**config.mk**
```make
export PLATFORM = sky130hd
export DESIGN_NAME = ctrl_decode_pipe
export DESIGN_NICKNAME = d
export VERILOG_FILES = /design/src/rtl/ctrl_decode_pipe.sv
export SDC_FILE = /design/constraint.sdc
export NUM_CORES = 1
export LEC_CHECK = 0
export ABC_CLOCK_PERIOD_IN_PS = 3400
export CORE_MARGIN = 1
export CORE_UTILIZATION = 46
export CTS_BUF_LIST = sky130_fd_sc_hd__clkbuf_16
export CTS_CLUSTER_DIAMETER = 80
export CTS_CLUSTER_SIZE = 40
export DETAILED_ROUTE_END_ITERATION = 6
export GPL_TIMING_DRIVEN = 0
export HOLD_SLACK_MARGIN = 0.05
export PLACE_DENSITY = 0.81
export SLEW_MARGIN = 0
export SYNTH_ARGS = -nofsm -noshare
export SYNTH_HDL_FRONTEND = slang
export SYNTH_SLANG_ARGS = --single-unit
export TNS_END_PERCENT = 5
```
**constraint.sdc**
```tcl
create_clock -name clk -period 3.4 [get_ports clk]
set_input_delay 0.68 -clock clk [delete_from_list [all_inputs] [get_ports clk]]
set_output_delay 0.68 -clock clk [all_outputs]
set_load 0.01 [all_outputs]
```
**src/rtl/ctrl_decode_pipe.sv**
```systemverilog
// RV32I(+M) decode into a registered ID/EX control bundle, 1-cycle latency when unstalled.
// Backpressure: combinational stall holds PC and IF/ID on load-use or while a divide occupies EX.
module ctrl_decode_pipe #(
    parameter int M_EXT   = 0,
    parameter int DIV_LAT = 4
) (
    input  logic        clk,
    input  logic        rst_n,
    input  logic [31:0] if_id_inst,
    input  logic        if_id_valid,
    input  logic        flush,
    output logic        stall,
    output logic        ex_valid,
    output logic        ex_regwrite,
    output logic        ex_memwrite,
    output logic        ex_memread,
    output logic        ex_alusrc,
    output logic        ex_branch,
    output logic        ex_jal,
    output logic        ex_jalr,
    output logic        ex_auipc,
    output logic        ex_lui,
    output logic        ex_muldiv,
    output logic        ex_illegal,
    output logic [1:0]  ex_resultsrc,
    output logic [2:0]  ex_immtype,
    output logic [4:0]  ex_alucontrol,
    output logic [2:0]  ex_funct3,
    output logic [4:0]  ex_rd,
    output logic [4:0]  ex_rs1,
    output logic [4:0]  ex_rs2
);
    typedef struct packed {
        logic       valid;
        logic       regwrite;
        logic       memwrite;
        logic       memread;
        logic       alusrc;
        logic       branch;
        logic       jal;
        logic       jalr;
        logic       auipc;
        logic       lui;
        logic       muldiv;
        logic       illegal;
        logic [1:0] resultsrc;
        logic [2:0] immtype;
        logic [4:0] alucontrol;
        logic [2:0] funct3;
        logic [4:0] rd;
        logic [4:0] rs1;
        logic [4:0] rs2;
    } ctrl_t;

    localparam logic [6:0] OP_LUI = 7'b0110111, OP_AUIPC = 7'b0010111, OP_JAL = 7'b1101111,
                           OP_JALR = 7'b1100111, OP_BR = 7'b1100011, OP_LOAD = 7'b0000011,
                           OP_STORE = 7'b0100011, OP_IMM = 7'b0010011, OP_OP = 7'b0110011;
    localparam logic [4:0] A_ADD = 5'b00000, A_SUB = 5'b10000, A_AND = 5'b00001, A_OR = 5'b00010,
                           A_XOR = 5'b00011, A_SLL = 5'b00100, A_SRL = 5'b00101, A_SRA = 5'b00110,
                           A_SLT = 5'b10111, A_SLTU = 5'b11000;
    localparam logic [2:0] IMM_I = 3'b000, IMM_S = 3'b001, IMM_B = 3'b010, IMM_U = 3'b011, IMM_J = 3'b100;
    localparam logic [6:0] F7_0 = 7'b0000000, F7_ALT = 7'b0100000, F7_M = 7'b0000001;
    localparam logic [4:0] DIV_INIT = 5'(DIV_LAT - 1);

    logic [6:0] opcode, f7;
    logic [2:0] f3;
    ctrl_t      dec, ex_d, ex_q;
    logic       use_rs1, use_rs2, load_use, busy, is_div;
    logic [4:0] cnt_d, cnt_q;

    assign opcode = if_id_inst[6:0];
    assign f3     = if_id_inst[14:12];
    assign f7     = if_id_inst[31:25];

    always_comb begin
        dec        = '0;
        use_rs1    = 1'b0;
        use_rs2    = 1'b0;
        dec.funct3 = f3;
        dec.rd     = if_id_inst[11:7];
        dec.rs1    = if_id_inst[19:15];
        dec.rs2    = if_id_inst[24:20];
        case (opcode)
            OP_OP: begin
                use_rs1 = 1'b1; use_rs2 = 1'b1; dec.regwrite = 1'b1;
                if (f7 == F7_0) begin
                    case (f3)
                        3'b000:  dec.alucontrol = A_ADD;
                        3'b001:  dec.alucontrol = A_SLL;
                        3'b010:  dec.alucontrol = A_SLT;
                        3'b011:  dec.alucontrol = A_SLTU;
                        3'b100:  dec.alucontrol = A_XOR;
                        3'b101:  dec.alucontrol = A_SRL;
                        3'b110:  dec.alucontrol = A_OR;
                        default: dec.alucontrol = A_AND;
                    endcase
                end else if (f7 == F7_ALT && f3 == 3'b000) begin
                    dec.alucontrol = A_SUB;
                end else if (f7 == F7_ALT && f3 == 3'b101) begin
                    dec.alucontrol = A_SRA;
                end else if (f7 == F7_M && M_EXT != 0) begin
                    dec.muldiv     = 1'b1;
                    dec.alucontrol = {2'b01, f3};
                end else begin
                    dec.illegal = 1'b1;
                end
            end
            OP_IMM: begin
                use_rs1 = 1'b1; dec.regwrite = 1'b1; dec.alusrc = 1'b1; dec.immtype = IMM_I;
                case (f3)
                    3'b000:  dec.alucontrol = A_ADD;
                    3'b010:  dec.alucontrol = A_SLT;
                    3'b011:  dec.alucontrol = A_SLTU;
                    3'b100:  dec.alucontrol = A_XOR;
                    3'b110:  dec.alucontrol = A_OR;
                    3'b111:  dec.alucontrol = A_AND;
                    3'b001: begin
                        dec.alucontrol = A_SLL;
                        dec.illegal    = (f7 != F7_0);
                    end
                    default: begin
                        dec.alucontrol = (f7 == F7_ALT) ? A_SRA : A_SRL;
                        dec.illegal    = (f7 != F7_0) && (f7 != F7_ALT);
                    end
                endcase
            end
            OP_LOAD: begin
                use_rs1 = 1'b1; dec.regwrite = 1'b1; dec.memread = 1'b1; dec.alusrc = 1'b1;
                dec.resultsrc = 2'b01; dec.immtype = IMM_I;
                dec.illegal   = (f3 == 3'b011) || (f3 == 3'b110) || (f3 == 3'b111);
            end
            OP_STORE: begin
                use_rs1 = 1'b1; use_rs2 = 1'b1; dec.memwrite = 1'b1; dec.alusrc = 1'b1;
                dec.immtype = IMM_S;
                dec.illegal = f3[2] || (f3 == 3'b011);
            end
            OP_BR: begin
                use_rs1 = 1'b1; use_rs2 = 1'b1; dec.branch = 1'b1; dec.immtype = IMM_B;
                dec.alucontrol = A_SUB;
                dec.illegal    = (f3 == 3'b010) || (f3 == 3'b011);
            end
            OP_JAL: begin
                dec.regwrite = 1'b1; dec.jal = 1'b1; dec.resultsrc = 2'b10; dec.immtype = IMM_J;
            end
            OP_JALR: begin
                use_rs1 = 1'b1; dec.regwrite = 1'b1; dec.jalr = 1'b1; dec.alusrc = 1'b1;
                dec.resultsrc = 2'b10; dec.immtype = IMM_I;
                dec.illegal   = (f3 != 3'b000);
            end
            OP_LUI: begin
                dec.regwrite = 1'b1; dec.lui = 1'b1; dec.alusrc = 1'b1; dec.immtype = IMM_U;
            end
            OP_AUIPC: begin
                dec.regwrite = 1'b1; dec.auipc = 1'b1; dec.alusrc = 1'b1; dec.immtype = IMM_U;
            end
            default: dec.illegal = 1'b1;
        endcase
        // An illegal op must not write, access memory, redirect, or create a hazard.
        if (dec.illegal) begin
            dec         = '0;
            dec.illegal = 1'b1;
            use_rs1     = 1'b0;
            use_rs2     = 1'b0;
        end
        dec.valid = 1'b1;
        if (!if_id_valid) begin
            dec     = '0;
            use_rs1 = 1'b0;
            use_rs2 = 1'b0;
        end
    end

    assign is_div   = dec.muldiv && f3[2];
    assign busy     = (cnt_q != 5'd0);
    assign load_use = ex_q.valid && ex_q.memread && (ex_q.rd != 5'd0) &&
                      ((use_rs1 && (dec.rs1 == ex_q.rd)) || (use_rs2 && (dec.rs2 == ex_q.rd)));
    assign stall    = !flush && (busy || load_use);

    always_comb begin
        ex_d  = ex_q;
        cnt_d = cnt_q;
        if (flush) begin
            ex_d  = '0;
            cnt_d = 5'd0;
        end else if (busy) begin
            cnt_d = cnt_q - 5'd1;
        end else if (load_use) begin
            ex_d = '0;
        end else begin
            ex_d  = dec;
            cnt_d = is_div ? DIV_INIT : 5'd0;
        end
    end

    always_ff @(posedge clk or negedge rst_n) begin
        if (!rst_n) begin
            ex_q  <= '0;
            cnt_q <= 5'd0;
        end else begin
            ex_q  <= ex_d;
            cnt_q <= cnt_d;
        end
    end

    assign ex_valid      = ex_q.valid;
    assign ex_regwrite   = ex_q.regwrite;
    assign ex_memwrite   = ex_q.memwrite;
    assign ex_memread    = ex_q.memread;
    assign ex_alusrc     = ex_q.alusrc;
    assign ex_branch     = ex_q.branch;
    assign ex_jal        = ex_q.jal;
    assign ex_jalr       = ex_q.jalr;
    assign ex_auipc      = ex_q.auipc;
    assign ex_lui        = ex_q.lui;
    assign ex_muldiv     = ex_q.muldiv;
    assign ex_illegal    = ex_q.illegal;
    assign ex_resultsrc  = ex_q.resultsrc;
    assign ex_immtype    = ex_q.immtype;
    assign ex_alucontrol = ex_q.alucontrol;
    assign ex_funct3     = ex_q.funct3;
    assign ex_rd         = ex_q.rd;
    assign ex_rs1        = ex_q.rs1;
    assign ex_rs2        = ex_q.rs2;
endmodule

```
* Word-level counts from Yosys, hierarchy flattened *
Index checks and enable logic that the tools add are counted.

cells by class
  $add $sub $neg = 1
  $mul = 0
  divide/modulo/power cells = 0
  $lt $le $gt $ge = 0
  equal/unequal tests = 22
  shifts and indexed selects = 0
  mux-type cells = 38
  bitwise operators = 0
  reductions and logical operators = 31

operator list
  kind                                                                     count
  40-bit 2-to-1 mux                                                        4
  5-bit case mux with 7 select lines                                       2
  39-bit 2-to-1 mux                                                        1
  7-bit by 6-bit equality test with 1-bit output, second input constant    4
  5-bit 2-to-1 mux                                                         5
  7-bit equality test, second input constant                               3
  1-bit 2-to-1 mux                                                         18
  6-bit OR reduction                                                       3
  5-bit case mux with 3 select lines                                       1
  7-bit by 5-bit equality test with 1-bit output, second input constant    2
  3-bit equality test, second input constant                               4
  3-bit case mux with 4 select lines                                       1
  5-bit equality test                                                      2
  1-bit logical AND                                                        10
  5-bit nonzero test                                                       2
  7-bit by 2-bit equality test with 1-bit output, second input constant    1
  7-bit logical NOT                                                        1
  7-bit by 6-bit inequality test with 1-bit output, second input constant  1
  1-bit case mux with 7 select lines                                       1
  7-bit nonzero test                                                       1
  7-bit OR reduction                                                       1
  3-bit by 2-bit equality test with 1-bit output, second input constant    2
  1-bit logical OR                                                         6
  3-bit OR reduction                                                       2
  12 further kinds                                                         14

word-level totals
  flip-flop bits (word level) = 45
  latch bits = 0
  bits in writable memories = 0
  bits in read-only memories = 0
  output and inout port bits = 41
  logic and storage cells = 112
  memories = 0

* Longest topological paths before layout *
Gate-level depths: netlist of the first run.

  depth after elaboration = 15
  depth in mapped cells = 9

* Worst setup path before layout of the first run *
Ideal clock, no wire load.

  path type = input to output
  start = input if_id_inst[26]
  end = output stall
  data arrival time = 2.330 ns
  slack = 0.390 ns
  stages on the path = 6
  cells stage by stage = or4_4 o311ai_2 a21boi_2 nor4_4 nand2_1 a21oi_1

on the way
  word-level cells in the longest chain between the ends = 14

RTL lines
  what                                            RTL line  RTL
  start: declaration                              9         input logic [31:0] if_id_inst,
  7-bit by 6-bit equality test with 1-bit output  97, 99
  1-bit logical AND                               99        end else if (f7 == F7_ALT && f3 == 3'b101) begin
  1-bit 2-to-1 mux                                99
  1-bit 2-to-1 mux                                97        end else if (f7 == F7_ALT && f3 == 3'b000) begin
  1-bit 2-to-1 mux                                86        if (f7 == F7_0) begin
  1-bit case mux with 7 select lines *            83        case (opcode)
  39-bit 2-to-1 mux                               159       if (dec.illegal) begin
  40-bit 2-to-1 mux                               166       if (!if_id_valid) begin
  5-bit equality test                             176       ((use_rs1 && (dec.rs1 == ex_q.rd)) || (use_rs2 && (dec.rs2 == ex_q.rd)));
  1-bit logical AND                               176
  1-bit logical OR *                              176
  1-bit logical AND *                             175       assign load_use = ex_q.valid && ex_q.memread && (ex_q.rd != 5'd0) &&
  1-bit logical OR *                              177       assign stall = !flush && (busy || load_use);
  1-bit logical AND *                             177
  end: declaration                                12        output logic stall,

Every way passes the cells marked *; elsewhere a longest branch is shown, timed or not.

* Final worst setup path of the first run *
Same ends and word-level chain as after synthesis.

==> results of run 1 <==
==> metal layers <==
metal / share of wire, % / track usage (%)
met5: 0 / 0
met4: 1.2 / 6.10
met3: 6.4 / 3.89
met2: 49 / 40.8
met1: 43 / 35.0
==> worst max-delay path, stage by stage <==
cell and delay, ns:
clkdlybuf4s50_1 0.41, or4_4 0.55, o311ai_4 0.23, a21boi_2 0.11
nor4_4 0.29, nand2_2 0.11, a21oi_2 0.12, buf_2 0.14
==> cell usage in the layout, fill, tap and decap left out, drive strengths merged, types with 7 or more instances in the layout <==
cell / n
clkdlybuf4s50: 66
dfrtp: 44
a22o: 31
buf: 18
clkbuf: 16
nand2: 12
nor3: 10
a21oi: 10
xor2: 8
nor2: 8
inv: 7
==> cell type report <==
type	instances	area, um^2
Clock inverter	3	18.8
Tap cell	67	83.8
Sequential cell	44	1100
Inverter	7	26.3
Multi-Input combinational cell	151	1160
Buffer	14	72.6
Fill cell	343	1380
Timing Repair Buffer	82	790
Clock buffer	5	125
==> through the flow <==
| stage | area, um^2 | util, % | setup WS, ns | instances |
|---|---|---|---|---|
| floorplan | 2290 | - | 0.390 | 216 |
| global placement | 3060 | 64.4 | -0.802 | 352 |
| detailed placement | 3080 | 64.7 | -0.826 | 353 |
| CTS | 3340 | 70.3 | 0.0583 | 369 |
| global route | 3370 | 71.0 | 0.00165 | 373 |
| finish | 3370 | 71.0 | 0.0846 | 373 |
==> logic make-up (layout without fill, tap and decap cells) <==
logic type	Yosys count	in the layout	share of synthesized area, %
AOI/OAI and AO/OA	67	67	23.4
xor gates and xnor gates	14	14	5.36
adders and majority gates	1	1	0.547
buffers and inverters	21	111	4.27
DFF	44	44	48.1
muxes	1	1	0.492
other	1	1	0.164
and+or+nand+nor	67	67	17.6
==> sequential cells by signal (all words and copies together), names as in the netlist, 2 cells and up <==
signal,flops
ex_alucontrol,5
ex_rd,5
ex_rs2,5
ex_rs1,5
ex_funct3,3
ex_immtype,3
cnt_q,5
ex_resultsrc,2
==> power breakdown <==
group          internal [mW]  total [mW]  switching [mW]
logic                  0.179       0.458           0.279
registers              0.559       0.591          0.0314
clock network          0.270       0.473           0.203
==> worst max-delay path by stage <==
stage,startpoint,endpoint,slack [ns]
2_1_floorplan,if_id_inst[26],stall,0.39
3_3_place_gp,if_id_inst[3],stall,-0.80
3_5_place_dp,if_id_inst[3],stall,-0.83
4_1_cts,if_id_inst[25],stall,0.06
5_1_grt,if_id_inst[26],stall,0.002
6_report,if_id_inst[26],stall,0.08
==> timing repair <==
action                                  4_1_cts  5_1_grt
buffers inserted                              8        4
pin swaps                                     5        6
endpoints found under the setup margin        1        1
gates resized for setup                      18        1
==> flow_summary.toml, run 1 <==
[outcome]
status = "complete, no violations"

[critical_path]
r2r-start = "cnt_q[0]$_DFFE_PN0P_"
r2r_cells = 8
timing.rr.end = "ex_rs2[0]$_DFFE_PN0P_"
end_kind = "primary output"
worstPathRequired_ns = 2.72
worstPathArrival_ns = 2.64
crit_type = "in -> out"
rrSetupSlack_ns = 0.46
worst_setup_path_start_kind = "primary input"
crit_fanout = 2

[floorplanning]
dieArea_um2 = 5260
ios = 77
fp.dieW_um = 72.5
initial_utilization_pct = 48.1
row_count = 25
chipHeight_um = 72.5
core_area_um2 = 4750

[timing]
clock_skew_ns = 0.00299
layout_worst_path_cycle_share_pct = 97.5
fin_tns_setup_ns = 0
clock.fmax_mhz = 302
tightestPinTransition_ns = 1.00
final-setup-viol-count = 0
slew_violations = 0
whs_ns = 0.309
hold_viol_final = 0
slew_headroom_pct = 32.8
rsz0062_at_grt = "no"
finalCriticalPeriod_ns = 3.32

[power]
cellLeakagePower_nw = 1.42
p_total_mw = 1.52
ir_worst_vdd_v = 0.000293
p_per_area_nw_per_um2 = 451

[yosys]
synth_area_um2 = 2290
synth_ff_type = "dfrtp_1"
synth-edff-count = 0
yosysMostFrequentCell = "dfrtp_1"
yosysSeqAreaShare_pct = 48.1
synthCells = 216
ys_top_cells_by_count = "dfrtp_1, a22o_1, nand2_1"
ys_types = 48
synth_area_leaders = "dfrtp_1, a22o_1, xor2_1"
syn_nets = 253
ys_async_sr_fraction_pct = 100
synth.avg_cell_area_um2 = 10.6
yosys_register_bits = 44
ys_warn_count = 0
synth_area_leader_cell = "dfrtp_1"
synth_top_area_share_pct = 48.1

[clock_tree]
hold_buffers = 0
clk_pin_slew_worst_paths_ns = 0.06
cts_tree = "yes"
cts_root_buffer = "clkbuf_16"
cts.sinks = 44
cts.htree.levels = 2
cts_buffers = 5
cts.path.max_buffers = 2
clkLatencyLatePin_ns = 0.28

[run]
drv_cap = 0

[placed_design]
place.port_buffers = 69
dp_hpwl_um = 4440
gp_congestion = 0.885

[drt]
first_pass_iters = 5
drt.antenna.violating_nets = 0
wl_per_cell_um = 17.3
drt_iter0_markers = 160
wirelength_um = 6470
num_vias = 2143
post-route-drc-count = 0
vias_per_cell = 5.75

[grt]
grt_pass1_vias = 2021
grt_max_degree = 30
grt_usage_pct = 25.0
grt_pass1_wl_um = 10100
antenna_found_initial = 0
gr-total-overflow = 0

[finish]
synthToLayoutAreaGrowth_pct = 47.5
num_antenna_cells = 0
drive_gt1_share_pct = 16.0
nets = 342

[hold_path]
worstHoldPathType = "in -> async"
Power figures use the tool's default switching activity.
==> run 2: changes to the inputs <==
CAP_MARGIN = 5   (was unset)
==> results of run 2 <==
Final layout, timing and power as in run 1 (identical DEF).
